**config.mk**
```make
export PLATFORM = sky130hd
export DESIGN_NAME = barrelshifter_pipelined_flat
export DESIGN_NICKNAME = d
export VERILOG_FILES = /design/src/rtl/barrelshifter_pipelined_if.sv /design/src/rtl/barrelshifter_pipelined.sv /design/src/flat_wrapper.sv
export SDC_FILE = /design/constraint.sdc
export NUM_CORES = 1
export LEC_CHECK = 0
export BUFFER_PORTS_ARGS = -buffer_cell sky130_fd_sc_hd__buf_2
export CAP_MARGIN = 10
export CORE_UTILIZATION = 40
export CTS_BUF_LIST = sky130_fd_sc_hd__clkbuf_4 sky130_fd_sc_hd__clkbuf_8
export DETAILED_ROUTE_END_ITERATION = 8
export PLACE_DENSITY = 0.63
export SYNTH_ARGS = -nofsm -noshare
export SYNTH_HDL_FRONTEND = slang
export SYNTH_SLANG_ARGS = --single-unit
```
**constraint.sdc**
```tcl
create_clock -name clk_in -period 5 [get_ports clk_in]
set_input_delay 1 -clock clk_in [delete_from_list [all_inputs] [get_ports clk_in]]
set_output_delay 1 -clock clk_in [all_outputs]
set_load 0.05 [all_outputs]
```
**src/rtl/barrelshifter_pipelined_if.sv**
```systemverilog
// Valid/ready bundle between operand issue, the pipelined barrel shifter and ALU writeback.
// The shifter connects through the slave modport; the issue/writeback side uses master.
interface barrelshifter_pipelined_if #(
  parameter int D_SIZE = 32
) ();
  localparam int SW = $clog2(D_SIZE);

  logic [D_SIZE-1:0] x_in;
  logic [SW-1:0]     s_in;
  logic [2:0]        op_in;
  logic              valid_in;
  logic              ready_out;
  logic [D_SIZE-1:0] y_out;
  logic              zf_out;
  logic              vf_out;
  logic              cf_out;
  logic              valid_out;
  logic              ready_in;

  modport master (
    output x_in, s_in, op_in, valid_in, ready_in,
    input  ready_out, y_out, zf_out, vf_out, cf_out, valid_out
  );

  modport slave (
    input  x_in, s_in, op_in, valid_in, ready_in,
    output ready_out, y_out, zf_out, vf_out, cf_out, valid_out
  );
endinterface

```
**src/rtl/barrelshifter_pipelined.sv**
```systemverilog
// Pipelined barrel shifter: log2(D_SIZE) mux levels spread over PIPE register stages,
// six shift/rotate ops, zero/overflow/carry flags, valid/ready with full backpressure.
module barrelshifter_pipelined #(
  parameter int D_SIZE = 32,
  parameter int PIPE   = 2
) (
  input logic                      clk_in,
  input logic                      rst_in,
  barrelshifter_pipelined_if.slave bus
);
  localparam int L    = $clog2(D_SIZE);
  localparam int BASE = L / PIPE;
  localparam int REM  = L % PIPE;
  localparam int MD   = (PIPE > 1) ? PIPE - 1 : 1;

  // The first REM stages each take one extra mux level.
  function automatic int stage_lo(input int j);
    return j * BASE + ((j < REM) ? j : REM);
  endfunction

  function automatic int stage_cnt(input int j);
    return BASE + ((j < REM) ? 1 : 0);
  endfunction

  function automatic logic [D_SIZE-1:0] shift_level(input logic [D_SIZE-1:0] d,
                                                    input int k,
                                                    input logic [2:0] op,
                                                    input logic sign);
    logic [2*D_SIZE-1:0] ext;
    int amt;
    amt = 1 << k;
    ext = '0;
    shift_level = d;
    if (!op[2]) begin
      if (op[1]) begin
        shift_level = (d >> amt) | (d << (D_SIZE - amt));
      end else begin
        ext = {{D_SIZE{sign & op[0]}}, d} >> amt;
        shift_level = ext[D_SIZE-1:0];
      end
    end else begin
      if (op[1]) shift_level = (d << amt) | (d >> (D_SIZE - amt));
      else       shift_level = d << amt;
    end
  endfunction

  // Returns {zf, vf, cf}; carry and overflow look at the original operand only.
  function automatic logic [2:0] calc_flags(input logic [D_SIZE-1:0] x,
                                            input logic [L-1:0] s,
                                            input logic [2:0] op,
                                            input logic [D_SIZE-1:0] y);
    logic [L-1:0] s_m1;
    logic [L-1:0] s_neg;
    logic zf, vf, cf;
    s_m1  = s - 1'b1;
    s_neg = '0 - s;
    zf = (y == '0);
    vf = 1'b0;
    cf = 1'b0;
    if (s != '0) begin
      cf = op[2] ? x[s_neg] : x[s_m1];
      if (op == 3'b101) begin
        for (int i = 0; i < D_SIZE - 1; i++) begin
          if (i >= D_SIZE - 1 - int'(s) && x[i] != x[D_SIZE-1]) vf = 1'b1;
        end
      end
    end
    return {zf, vf, cf};
  endfunction

  logic [D_SIZE-1:0] data_q [PIPE];
  logic [PIPE-1:0]   valid_q;
  logic [D_SIZE-1:0] x_q    [MD];
  logic [L-1:0]      s_q    [MD];
  logic [2:0]        op_q   [MD];
  logic              zf_q, vf_q, cf_q;

  logic [D_SIZE-1:0] in_data  [PIPE];
  logic [D_SIZE-1:0] in_x     [PIPE];
  logic [L-1:0]      in_s     [PIPE];
  logic [2:0]        in_op    [PIPE];
  logic [PIPE-1:0]   in_valid;
  logic [D_SIZE-1:0] nxt_data [PIPE];
  logic [2:0]        nxt_flags;
  logic              advance;

  assign advance = !valid_q[PIPE-1] || bus.ready_in;

  always_comb begin
    in_data[0]  = bus.x_in;
    in_x[0]     = bus.x_in;
    in_s[0]     = bus.s_in;
    in_op[0]    = bus.op_in;
    in_valid[0] = bus.valid_in;
    for (int j = 1; j < PIPE; j++) begin
      in_data[j]  = data_q[j-1];
      in_x[j]     = x_q[j-1];
      in_s[j]     = s_q[j-1];
      in_op[j]    = op_q[j-1];
      in_valid[j] = valid_q[j-1];
    end
  end

  always_comb begin
    for (int j = 0; j < PIPE; j++) begin
      nxt_data[j] = in_data[j];
      for (int k = 0; k < L; k++) begin
        if (k >= stage_lo(j) && k < stage_lo(j) + stage_cnt(j) && in_s[j][k])
          nxt_data[j] = shift_level(nxt_data[j], k, in_op[j], in_x[j][D_SIZE-1]);
      end
    end
    // SLA runs through the SLL datapath and restores the sign bit at the end.
    if (in_op[PIPE-1] == 3'b101)
      nxt_data[PIPE-1][D_SIZE-1] = in_x[PIPE-1][D_SIZE-1];
    nxt_flags = calc_flags(in_x[PIPE-1], in_s[PIPE-1], in_op[PIPE-1], nxt_data[PIPE-1]);
  end

  always_ff @(posedge clk_in) begin
    if (!rst_in) begin
      valid_q <= '0;
      zf_q    <= 1'b0;
      vf_q    <= 1'b0;
      cf_q    <= 1'b0;
      for (int j = 0; j < PIPE; j++) data_q[j] <= '0;
      for (int j = 0; j < MD; j++) begin
        x_q[j]  <= '0;
        s_q[j]  <= '0;
        op_q[j] <= '0;
      end
    end else if (advance) begin
      valid_q <= in_valid;
      {zf_q, vf_q, cf_q} <= nxt_flags;
      for (int j = 0; j < PIPE; j++) data_q[j] <= nxt_data[j];
      for (int j = 0; j < MD; j++) begin
        x_q[j]  <= in_x[j];
        s_q[j]  <= in_s[j];
        op_q[j] <= in_op[j];
      end
    end
  end

  assign bus.ready_out = advance;
  assign bus.valid_out = valid_q[PIPE-1];
  assign bus.y_out     = data_q[PIPE-1];
  assign bus.zf_out    = zf_q;
  assign bus.vf_out    = vf_q;
  assign bus.cf_out    = cf_q;
endmodule
```
**src/flat_wrapper.sv**
```systemverilog
// flat-port wrapper written by rule: the top's interface ports become plain ports
module barrelshifter_pipelined_flat 
#(
  parameter int D_SIZE = 32,
  parameter int PIPE   = 2
)
  (clk_in, rst_in, bus_x_in, bus_s_in, bus_op_in, bus_valid_in, bus_ready_in, bus_ready_out, bus_y_out, bus_zf_out, bus_vf_out, bus_cf_out, bus_valid_out);
  barrelshifter_pipelined_if #(.D_SIZE(D_SIZE)) bus_i ();
  input logic clk_in;
  input logic rst_in;
  input wire logic [$bits(bus_i.x_in)-1:0] bus_x_in;
  input wire logic [$bits(bus_i.s_in)-1:0] bus_s_in;
  input wire logic [$bits(bus_i.op_in)-1:0] bus_op_in;
  input wire logic [$bits(bus_i.valid_in)-1:0] bus_valid_in;
  input wire logic [$bits(bus_i.ready_in)-1:0] bus_ready_in;
  output wire logic [$bits(bus_i.ready_out)-1:0] bus_ready_out;
  output wire logic [$bits(bus_i.y_out)-1:0] bus_y_out;
  output wire logic [$bits(bus_i.zf_out)-1:0] bus_zf_out;
  output wire logic [$bits(bus_i.vf_out)-1:0] bus_vf_out;
  output wire logic [$bits(bus_i.cf_out)-1:0] bus_cf_out;
  output wire logic [$bits(bus_i.valid_out)-1:0] bus_valid_out;
  assign bus_i.x_in = bus_x_in;
  assign bus_i.s_in = bus_s_in;
  assign bus_i.op_in = bus_op_in;
  assign bus_i.valid_in = bus_valid_in;
  assign bus_i.ready_in = bus_ready_in;
  assign bus_ready_out = bus_i.ready_out;
  assign bus_y_out = bus_i.y_out;
  assign bus_zf_out = bus_i.zf_out;
  assign bus_vf_out = bus_i.vf_out;
  assign bus_cf_out = bus_i.cf_out;
  assign bus_valid_out = bus_i.valid_out;
  barrelshifter_pipelined #(.D_SIZE(D_SIZE), .PIPE(PIPE)) u_core (.clk_in(clk_in), .rst_in(rst_in), .bus(bus_i));
endmodule
```
# Yosys cells after proc, flatten, opt, wreduce, memory -nomap -nowiden
# Memory sizes are Yosys's and may differ from the RTL's.
# Index checks and enable logic that the tools add are counted.
dict set report op_classes {
  reduce_logical 38
  muxes 72
  addsub 3
  bitwise_logic 13
  order_cmp 33
  eq_ne 32
}
# cell n
set ops {}
lappend ops {{$mux 32} 23}
lappend ops {{$ge 6x32->1 const A} 15}
lappend ops {{$ge 5x32->1 const A} 8}
lappend ops {{$ge 4x32->1 const A} 4}
lappend ops {{$ge 3x32->1 const A} 2}
lappend ops {{$mux 1} 45}
lappend ops {{$ge 1x32->1 const A} 1}
lappend ops {{$ge 2x32->1 const A} 1}
lappend ops {{$logic_not 32->1} 1}
lappend ops {{$or 16x32->32} 1}
lappend ops {{$or 24x32->32} 1}
lappend ops {{$or 28x32->32} 1}
lappend ops {{$or 30x32->32} 1}
lappend ops {{$or 31x32->32} 1}
lappend ops {{$or 32x1->32} 1}
lappend ops {{$or 32x2->32} 1}
lappend ops {{$or 32x4->32} 1}
lappend ops {{$or 32x8->32} 1}
lappend ops {{$reduce_or 32->1} 1}
lappend ops {{$logic_and 1x1->1} 31}
lappend ops {{$ne 1x1->1} 31}
lappend ops {{$lt 5x6->1 const B} 2}
lappend ops {{$bmux 1 s5} 2}
lappend ops {{$sub 5x5->6 const A} 1}
lappend ops {{other kinds (12)} 14}
dict set report totals {
  mem_count 4
  out_inout_bits 37
  input_bits 44
  ff_bits 5
  ramBits 104
}
# memory words width rd rd_clocked_by_memory_dff write_ports line
set memory_table {}
lappend memory_table {u_core.data_q 2 32 2 0 2 barrelshifter_pipelined.sv:71} ;# logic [D_SIZE-1:0] data_q [PIPE];
lappend memory_table {u_core.x_q 1 32 1 0 1 barrelshifter_pipelined.sv:73} ;# logic [D_SIZE-1:0] x_q [MD];
lappend memory_table {u_core.s_q 1 5 1 0 1 barrelshifter_pipelined.sv:74} ;# logic [L-1:0] s_q [MD];
lappend memory_table {u_core.op_q 1 3 1 0 1 barrelshifter_pipelined.sv:75} ;# logic [2:0] op_q [MD];

# Logic depth before layout (Yosys ltp)
# Gate-level depths: netlist of run 1.
# An unclocked memory read counts as a cell.
dict set report depth {
  word_depth 37
  mapped_depth 12
  ltp_nobuf 10
}

# Worst setup path before layout of run 1
# Ideal clock, no wire load.
dict set report synth_timing {
  kind {input -> register}
  start {input port rst_in}
  end {memory u_core.data_q[0][0] (enable)}
  path_buffers 2
  path_slack_ns 0.848
  required_time_ns 4.044
  path_stages 3
  arrival_ns 3.197
  path_cell_list {clkbuf_1 clkbuf_1 nand2_1}
}
# element line
set synth_lines {}
lappend synth_lines {{start: declaration} flat_wrapper.sv:10} ;# input logic rst_in;
lappend synth_lines {{end: declaration} barrelshifter_pipelined.sv:71}

# Worst setup path in the final report of run 1
dict set report layout_timing {
  start {input port bus_ready_in}
  end {output port bus_ready_out}
}
dict set report layout_between {
  elab_chain_len 1
}
# element line
set layout_rtl {}
lappend layout_rtl {{start: declaration} flat_wrapper.sv:15} ;# input wire logic [$bits(bus_i.ready_in)-1:0] bus_ready_in;
lappend layout_rtl {{$logic_or 1x1->1} barrelshifter_pipelined.sv:87} ;# assign advance = !valid_q[PIPE-1] || bus.ready_in;
lappend layout_rtl {{end: declaration} flat_wrapper.sv:16} ;# output wire logic [$bits(bus_i.ready_out)-1:0] bus_ready_out;
# No other way between the ends.

==> out/qor.yml, run 1 <==
timing:
  setup_violations: 0
  rsz0062_at_grt: "no"
  hold_violations: 0
  drv_slew: 0
  finClkSkew_ns: 0.0122
  worst_pin_slew_ns: 0.962
  holdWs_ns: 0.468
  final.setup.worst_slack_ns: 1.56
  finalSetupTns_ns: 0
  max_freq_ghz: 0.291
  period_needed_ns: 3.44
  min_period_over_period_pct: 68.7
  max_slew_margin_pct: 35.6
grt:
  antenna_found_initial: 1
  grt_max_degree: 94
  overflow: 0
  first_global_vias: 7026
  track_usage_pct: 23.1
  grt_pass1_wl_mm: 40.2
synthesis:
  async_reset_ff_share_pct: 0
  synthTopCellsByCount: "129 x nor2_1, 104 x edfxtp_1, 89 x a21oi_1"
  yosysWarnings: 0
  ys.flop_type: "edfxtp_1"
  yosysUniqueCellTypes: 70
  synth_seq_area_share_pct: 36.0
  synth_top_area_share_pct: 34.9
  synth_edf_count: 104
  synth_area_leaders: "edfxtp_1 35%, mux2i_1 7.4%, mux4_2 5.5%, nor2_1 5.4%, a21oi_1 5.0%"
  syn_area_per_cell_um2: 9.26
  synth-seq-cells: 109
  syn-num-nets: 1018
  syn_inst: 967
  synth_top_cell_by_area: "edfxtp_1"
  netlist_area_um2: 8950
  yosysMostFrequentCell: "nor2_1"
routing:
  dr.first_iter.drc_count: 886
  vias_per_cell: 6.20
  drtPass1Iterations: 5
  drt.antenna.violating_nets: 0
  wirelength_mm: 25.7
  remaining_drc_errors: 0
  avgRoutedWirePerCell_um: 20.8
  route.vias.total: 7659
finish:
  area_growth_pct: 4.51
  finalNonFillerCells: 1236
  fin_nets: 1001
  drive_above_1_share_pct: 19.0
clock_tree:
  numCtsBuffers: 9
  path_clk_slew_ns: 0.10
  cts_hold_buf: 0
  clockBufferDepth: 2
  clock_latency_ns: 0.40
  cts_resized: 0
  htree_levels: 3
  cts_root_buf: "clkbuf_8"
  cts_tree: "yes"
  cts.sinks: 109
  post_cts_buffers: 0
setup_path:
  path_common_cell: "buf_2"
  critPathMaxStageDelay_ns: 0.47
  crit_arrival_ns: 2.44
  crit_chain: "buf_2 > nor2b_1 > inv_1 > buf_4 > buf_2"
  cp_slowest_cell: "nor2b_1"
  worstSetupEndpointType: "output port"
  critical_path_class: "primary input to output port"
  required_ns: 4.00
  worstPathMaxFanout: 36
  cp_top_family: "buffers and inverters"
  start_kind: "primary input"
  path_buf_inv: 4
floorplan:
  coreArea_um2: 21900
  fp-row-count: 54
  dieArea_um2: 23000
  die_w_um: 152
  io_pins: 81
  initial_core_util_pct: 40.9
  die_h_um: 152
worst_hold_path:
  min_path_type: "register to register"
run:
  cap_viol_max_count: 0
power_and_ir_drop:
  p_per_area_nw_per_um2: 281
  p_leak_uw: 0.00367
  ir_worst_vdd_uv: 125
  power_uw: 2630
placement:
  portBuffers: 80
  dp_slack_ns: 1.32
  dp.final_hpwl_mm: 18.5
  placed_cells: 1219
  routabilityCongestion: 0.892
status:
  status: "finished, final reports clean"
report_power, final:
| group | switching (uW) | internal (uW) | leakage (uW) |
|---|---|---|---|
| sequential | 93.1 | 1100 | 0.00124 |
| clock | 337 | 235 | 0.000104 |
| combinational | 546 | 318 | 0.00233 |
| total | 976 | 1650 | 0.00367 |
sequential cells by signal, summed over array words and instances, names as in the netlist:
name and flops:
u_core.s_q 5, u_core.bus.vf_out 1, u_core.data_q 64, u_core.valid_q 2, u_core.x_q 32, u_core.bus.zf_out 1, u_core.op_q 3, u_core.bus.cf_out 1
tightest hold or removal path, delay by kind of cell, from the launching register on:
| family | cells | cell delay, ns |
|---|---|---|
| flops | 1 | 0.33 |
| simple gates | 2 | 0.11 |
routing by layer:
layer | GRT usage, % | wire (um)
met5 | 0 | 0
met4 | 9.06 | 625
met3 | 3.68 | 1870
met2 | 35.0 | 11600
met1 | 32.8 | 11700
kinds of logic after synthesis:
kind of cell / after synthesis / synth area share, %
compound gates: 279 / 20.2
xor+xnor: 7 / 0.685
fa+ha+maj: 8 / 1.09
buf+inv: 139 / 7.95
flops: 109 / 36.0
mux: 127 / 18.0
simple gates: 298 / 16.1
worst paths after layout:
check | start | cells past startpoint | end | slack, ns
max | bus_ready_in | 5 | bus_ready_out | 1.56
min | u_core.bus.vf_out$_SDFFE_PN0P_ | 2 | u_core.bus.vf_out$_SDFFE_PN0P_ | 0.47
max reg2reg | u_core.s_q[0][2]$_SDFFCE_PN0P_ | 8 | u_core.bus.cf_out$_SDFFE_PN0P_ | 1.77
min reg2reg | u_core.bus.vf_out$_SDFFE_PN0P_ | 2 | u_core.bus.vf_out$_SDFFE_PN0P_ | 0.47
layout by cell type, fill, tap and decap left out, drive strengths merged, types with 3 or more instances in the layout:
cell type and count:
a211o 3, a211oi 39, a21o 6, a21oi 90, a22oi 6, a311oi 8
a31oi 19, and2 6, and3 46, buf 91, clkbuf 9, clkinv 4
dfxtp 5, edfxtp 104, ha 7, inv 22, mux2 38, mux2i 67
mux4 22, nand2 34, nand2b 14, nand3 11, nand4 13, nor2 129
nor2b 15, nor3 18, nor4 3, o211ai 8, o21a 4, o21ai 35
o221ai 5, o22ai 22, o2bb2ai 6, o31a 3, o31ai 4, o32a 3
or3 3, xnor2 6
area by class of cell:
type                            count  area, um2
Antenna cell                        1       2.50
Clock inverter                      7       71.3
Tap cell                          280        350
Multi-Input combinational cell    719       5030
Inverter                           20       75.1
Timing Repair Buffer               91        485
Sequential cell                   109       3220
Clock buffer                        9        124
Fill cell                        2185      12500
per-stage QoR:
stage / cell area [um2] / util [%]
global route: 9360 / 42.7
floorplan: 8950 / -
finish: 9360 / 42.8
global placement: 9160 / 41.8
CTS: 9360 / 42.7
detailed placement: 9160 / 41.8
Note: power is estimated with default switching activity, not from simulation.
==> run 2, diff against run 1 <==
Settings changed: PLACE_DENSITY 0.63 to 0.66.
Clock period 5 ns to 2.83 ns, I/O delays scaled along.
==> out/qor.yml, run 2 (same netlist as run 1, synthesis figures left out) <==
placement:
  dp.final_hpwl_mm: 19.5  # was 18.5 mm
  routabilityCongestion: 0.952  # was 0.892
  dp_slack_ns: 0.0738  # was 1.32 ns
  placed_cells: 1257  # was 1,219
  portBuffers: 80  # unchanged
power_and_ir_drop:
  p_switching_uw: 1730  # was 976 uW
  power_uw: 4630  # was 2630 uW
  combPwrFrac_pct: 34.9  # was 32.9%
  p_clk_share_pct: 19.8  # was 21.8%
  p_per_area_nw_per_um2: 476  # was 281 nW/um2
  pwr-share-seq_pct: 45.3  # was 45.4%
  internal_power_uw: 2900  # was 1650 uW
  ir_worst_vdd_uv: 194  # was 125 uV
  p_leak_uw: 0.00388  # was 0.00367 uW
  sw_frac_of_total_pct: 37.4  # was 37.1%
timing:
  finClkSkew_ns: 0.0295  # was 0.0122 ns
  period_needed_ns: 2.58
  finalSetupTns_ns: 0  # unchanged
  drv_slew: 0  # unchanged
  worst_pin_slew_ns: 0.889  # was 0.962 ns
  max_slew_margin_pct: 40.7  # was 35.6%
  setup_violations: 0  # unchanged
  hold_violations: 0  # unchanged
  max_freq_ghz: 0.387
  rsz0062_at_grt: "no"  # unchanged
  min_period_over_period_pct: 91.3
  final.setup.worst_slack_ns: 0.248  # was 1.56 ns
floorplan:
  io_pins: 81  # unchanged
  dieArea_um2: 23000  # unchanged
  die_h_um: 152  # unchanged
  die_w_um: 152  # unchanged
  initial_core_util_pct: 40.9  # unchanged
  fp-row-count: 54  # unchanged
  coreArea_um2: 21900  # unchanged
routing:
  dr.first_iter.drc_count: 705  # was 886
  drt.antenna.violating_nets: 0  # unchanged
  wirelength_mm: 25.8  # was 25.7 mm
  drtPass1Iterations: 5  # unchanged
  avgRoutedWirePerCell_um: 20.2  # was 20.8 um
  route.vias.total: 7708  # was 7,659
  vias_per_cell: 6.05  # was 6.20
  remaining_drc_errors: 0  # unchanged
worst_hold_path:
  min_path_type: "primary input to register"  # was register to register
clock_tree:
  htree_levels: 3  # unchanged
  clock_latency_ns: 0.41  # was 0.40 ns
  post_cts_buffers: 0  # unchanged
  cts.sinks: 109  # unchanged
  path_clk_slew_ns: 0.09  # was 0.10 ns
  cts_root_buf: "clkbuf_8"  # unchanged
  cts_tree: "yes"  # unchanged
  clockBufferDepth: 2  # unchanged
  numCtsBuffers: 9  # unchanged
  cts_resized: 0  # unchanged
  cts_hold_buf: 0  # unchanged
finish:
  finalNonFillerCells: 1273  # was 1,236
  post-route-util_pct: 44.4  # was 42.8%
  area_growth_pct: 8.51  # was 4.51%
  fin_nets: 1039  # was 1,001
  reg_top3: "u_core.data_q x64, u_core.x_q x32, u_core.s_q x5"  # unchanged
  most-common-layout-cells: "129 x nor2_1, 104 x edfxtp_1, 89 x a21oi_1"  # unchanged
  largest_register: "u_core.data_q"  # unchanged
  n_antenna_cell: 0  # was 1
  largest_reg_flops: 64  # unchanged
  drive_above_1_share_pct: 22.0  # was 19.0%
  final_common_cell: "nor2_1"  # unchanged
setup_path:
  cp_slowest_cell: "mux4_2"  # was nor2b_1
  path_buf_inv: 1  # was 4
  crit_arrival_ns: 2.85  # was 2.44 ns
  start_kind: "register"  # was primary input
  cp_top_family: "multiplexers"  # was buffers and inverters
  crit_chain: "inv_1 > ha_1 > ha_1 > mux4_2 > mux4_2 > mux2i_1 > nor4_1 > a31oi_1 > o41ai_1"  # was buf_2 > nor2b_1 > inv_1 > buf_4 > buf_2
  worstPathMaxFanout: 6  # was 36
  r2r_slack_ns: 0.25  # was 1.77 ns
  critPathMaxStageDelay_ns: 0.48  # was 0.47 ns
  required_ns: 3.10  # was 4.00 ns
  worstSetupEndpointType: "register"  # was output port
  critical_path_class: "register to register"  # was primary input to output port
run:
  cap_viol_max_count: 0  # unchanged
grt:
  first_global_vias: 6928  # was 7,026
  grt_pass1_wl_mm: 40.1  # was 40.2 mm
  grt_max_degree: 57  # was 94
  overflow: 0  # unchanged
  antenna_found_initial: 1  # unchanged
  track_usage_pct: 23.0  # was 23.1%
status:
  status: "finished, final reports clean"  # unchanged
[run 2: changes by cell type in the layout (fill, tap and decap cells not counted), sizes merged]
cell / delta
buf: +38
bufinv: -1
clkinv: +1
clkinvlp: +1
diode: -1
inv: -1
[run 2: final cells by class]
cell class                      instances  area, um2
Multi-Input combinational cell        719       5030
Clock inverter                          7       58.8
Inverter                               20       75.1
Sequential cell                       109       3220
Tap cell                              280        350
Clock buffer                            9        124
Fill cell                            2145      12200
Timing Repair Buffer                  129        858
[run 2: final timing paths]
check / depth (start not counted) / end / start
worst max-delay path: 9 / u_core.bus.cf_out$_SDFFE_PN0P_ / u_core.s_q[0][0]$_SDFFCE_PN0P_
worst min-delay path: 3 / u_core.valid_q[0]$_SDFFE_PN0P_ / bus_valid_in
worst max register to register: 9 / u_core.bus.cf_out$_SDFFE_PN0P_ / u_core.s_q[0][0]$_SDFFCE_PN0P_
worst min register to register: 2 / u_core.bus.vf_out$_SDFFE_PN0P_ / u_core.bus.vf_out$_SDFFE_PN0P_
[run 2: layer usage]
layer | part of all wire [%] | wire, um | track usage, % | vias up
met4 | 1.1 | 280 | 5.45 | 0
met5 | 0 | 0 | 0 | -
met2 | 45 | 11700 | 35.1 | 310
met1 | 47 | 12100 | 34.1 | 3680
met3 | 6.4 | 1640 | 3.17 | 24
li1 | - | - | - | 3694
[run 2: power groups by stage]
stage	combinational (uW)	clock [uW]	sequential, uW
6_report	1620	915	2100
5_1_grt	1750	991	2110
4_1_cts	1610	936	2090
3_3_place_gp	1580	0	2130
2_1_floorplan	1250	0	2070
3_5_place_dp	1600	0	2130
[run 2: through the flow]
step / hold WS (ns) / area, um2
floorplan: 0.441 / 8960
finish: 0.432 / 9720
global placement: 0.441 / 9530
detailed placement: 0.444 / 9530
global route: 0.443 / 9720
CTS: 0.414 / 9720
[run 2: worst register-to-register path, cell delays in order, from the launching register on]
cell	delay [ns]
edfxtp_1	0.41
inv_1	0.06
ha_1	0.26
ha_1	0.47
mux4_2	0.36
mux4_2	0.48
mux2i_1	0.14
nor4_1	0.06
a31oi_1	0.15
o41ai_1	0.09
==> run 3, diff against run 2 <==
Settings changed: CORE_ASPECT_RATIO set to 0.5.
==> out/qor.yml, run 3 (same netlist as run 1, synthesis figures left out) <==
power_and_ir_drop:
  ir_worst_vdd_uv: 225  # was 194 uV
  p_leak_uw: 0.00385  # was 0.00388 uW
  power_uw: 4680  # was 4630 uW
  p_per_area_nw_per_um2: 483  # was 476 nW/um2
finish:
  fin_nets: 1032  # was 1,039
  n_antenna_cell: 0  # unchanged
  drive_above_1_share_pct: 21.5  # was 22.0%
  largest_reg_flops: 64  # unchanged
  most-common-layout-cells: "129 x nor2_1, 104 x edfxtp_1, 89 x a21oi_1"  # unchanged
  final_common_cell: "nor2_1"  # unchanged
  reg_top3: "u_core.data_q x64, u_core.x_q x32, u_core.s_q x5"  # unchanged
  largest_register: "u_core.data_q"  # unchanged
  area_growth_pct: 8.26  # was 8.51%
setup_path:
  worstSetupEndpointType: "register"  # unchanged
  required_ns: 3.11  # was 3.10 ns
  setup.worst_path.start: "u_core.s_q[0][2]$_SDFFCE_PN0P_"  # was u_core.s_q[0][0]$_SDFFCE_PN0P_
  critical_path_class: "register to register"  # unchanged
  start_kind: "register"  # unchanged
  crit_arrival_ns: 3.04  # was 2.85 ns
  worstReg2RegStart: "u_core.s_q[0][2]$_SDFFCE_PN0P_"  # was u_core.s_q[0][0]$_SDFFCE_PN0P_
  worstPathMaxFanout: 23  # was 6
timing:
  final.setup.worst_slack_ns: 0.0769  # was 0.248 ns
  finalSetupTns_ns: 0  # unchanged
  drv_slew: 0  # unchanged
  max_slew_margin_pct: 41.3  # was 40.7%
  max_freq_ghz: 0.363  # was 0.387 GHz
  rsz0062_at_grt: "no"  # unchanged
  hold_violations: 0  # unchanged
  setup_violations: 0  # unchanged
  worst_pin_slew_ns: 0.877  # was 0.889 ns
  holdWs_ns: 0.426  # was 0.432 ns
  period_needed_ns: 2.75  # was 2.58 ns
  min_period_over_period_pct: 97.3  # was 91.3%
  finClkSkew_ns: 0.0134  # was 0.0295 ns
routing:
  wirelength_mm: 28.0  # was 25.8 mm
  avgRoutedWirePerCell_um: 21.8  # was 20.2 um
  drtPass1Iterations: 6  # was 5
  wl_met1_mm: 13.4  # was 12.1 mm
  met3_length_mm: 2.82  # was 1.64 mm
  remaining_drc_errors: 0  # unchanged
  route.vias.total: 7819  # was 7,708
  dr_wl_met2_mm: 11.4  # was 11.7 mm
  drt.antenna.violating_nets: 0  # unchanged
  maxUsedRoutingLayer: "met4"  # unchanged
  vias_per_cell: 6.08  # was 6.05
  dr.first_iter.drc_count: 923  # was 705
floorplan:
  fp-row-count: 38  # was 54
  coreArea_um2: 21800  # was 21,900 um2
  dieArea_um2: 23000  # about the same
  die_w_um: 214  # was 152 um
  io_pins: 81  # unchanged
  die_h_um: 108  # was 152 um
  initial_core_util_pct: 41.0  # was 40.9%
clock_tree:
  cts_root_buf: "clkbuf_8"  # unchanged
  cts_tree: "yes"  # unchanged
  htree_levels: 3  # unchanged
  clock_latency_ns: 0.40  # was 0.41 ns
  clockBufferDepth: 2  # unchanged
  path_clk_slew_ns: 0.11  # was 0.09 ns
  cts.sinks: 109  # unchanged
  cts_hold_buf: 0  # unchanged
  post_cts_buffers: 0  # unchanged
  numCtsBuffers: 9  # unchanged
grt:
  track_usage_pct: 24.6  # was 23.0%
  grt_max_degree: 57  # unchanged
  overflow: 0  # unchanged
  grt_pass1_wl_mm: 42.6  # was 40.1 mm
  first_global_vias: 7119  # was 6,928
  antenna_found_initial: 0  # was 1
placement:
  dp_slack_ns: 0.0591  # was 0.0738 ns
  dp.final_hpwl_mm: 21.2  # was 19.5 mm
  portBuffers: 80  # unchanged
  routabilityCongestion: 0.948  # was 0.952
worst_hold_path:
  worstHoldStart: "bus_valid_in"  # unchanged
  min_path_type: "primary input to register"  # unchanged
run:
  cap_viol_max_count: 0  # unchanged
status:
  status: "finished, final reports clean"  # unchanged
==> run 3: cell types whose count changed in the layout (fill, tap and decap cells not counted), sizes merged <==
cell | before | now
inv | 21 | 22
clkinvlp | 1 | 0
buf | 129 | 122
clkinv | 5 | 3
clkbuf | 9 | 11
==> run 3: per-stage QoR <==
stage	instances	area, um2	util [%]
CTS	1286	9690	44.4
detailed placement	1270	9510	43.6
global placement	1270	9510	43.6
finish	1286	9690	44.4
floorplan	967	8960	-
global route	1286	9690	44.4
==> run 3: area by class of cell <==
| type | count | area, um2 |
|---|---|---|
| inverter | 20 | 75.1 |
| multi-input combinational | 719 | 5030 |
| clock buffer | 11 | 139 |
| clock inverter | 5 | 41.3 |
| fill | 2118 | 12100 |
| tap | 300 | 375 |
| timing repair buffer | 122 | 806 |
| sequential | 109 | 3220 |
==> run 3: where the power goes <==
| part | switching (uW) | internal (uW) | total, uW |
|---|---|---|---|
| registers | 183 | 1940 | 2130 |
| clock network | 585 | 353 | 938 |
| logic | 1010 | 612 | 1620 |
==> run 3: path summary, 6_finish.rpt <==
| check | end | slack (ns) | cells past startpoint |
|---|---|---|---|
| setup / recovery | u_core.bus.vf_out$_SDFFE_PN0P_ | 0.08 | 10 |
| hold / removal | u_core.valid_q[0]$_SDFFE_PN0P_ | 0.43 | 3 |
| setup reg to reg | u_core.bus.vf_out$_SDFFE_PN0P_ | 0.08 | 10 |
| hold reg to reg | u_core.bus.vf_out$_SDFFE_PN0P_ | 0.47 | 2 |
==> run 3: worst max-delay path, cell delays in order (launching register included) <==
cell,delay (ns)
edfxtp_1,0.47
buf_4,0.25
nor2_1,0.27
nand2_1,0.18
inv_1,0.09
ha_1,0.15
a21oi_1,0.06
a2111oi_0,0.48
nand4_1,0.18
o41ai_2,0.41
nand2_1,0.08
==> run 3: repair_timing <==
action,in CTS,in global routing
setup endpoints to repair,0,1
resized for setup,0,1
hold endpoints to repair,0,0
==> run 3: per-layer routing <==
metal / track usage [%] / vias up
li1: - / 3672
met1: 35.8 / 3757
met2: 35.3 / 364
met3: 8.08 / 26
met4: 4.74 / 0
met5: 0 / -
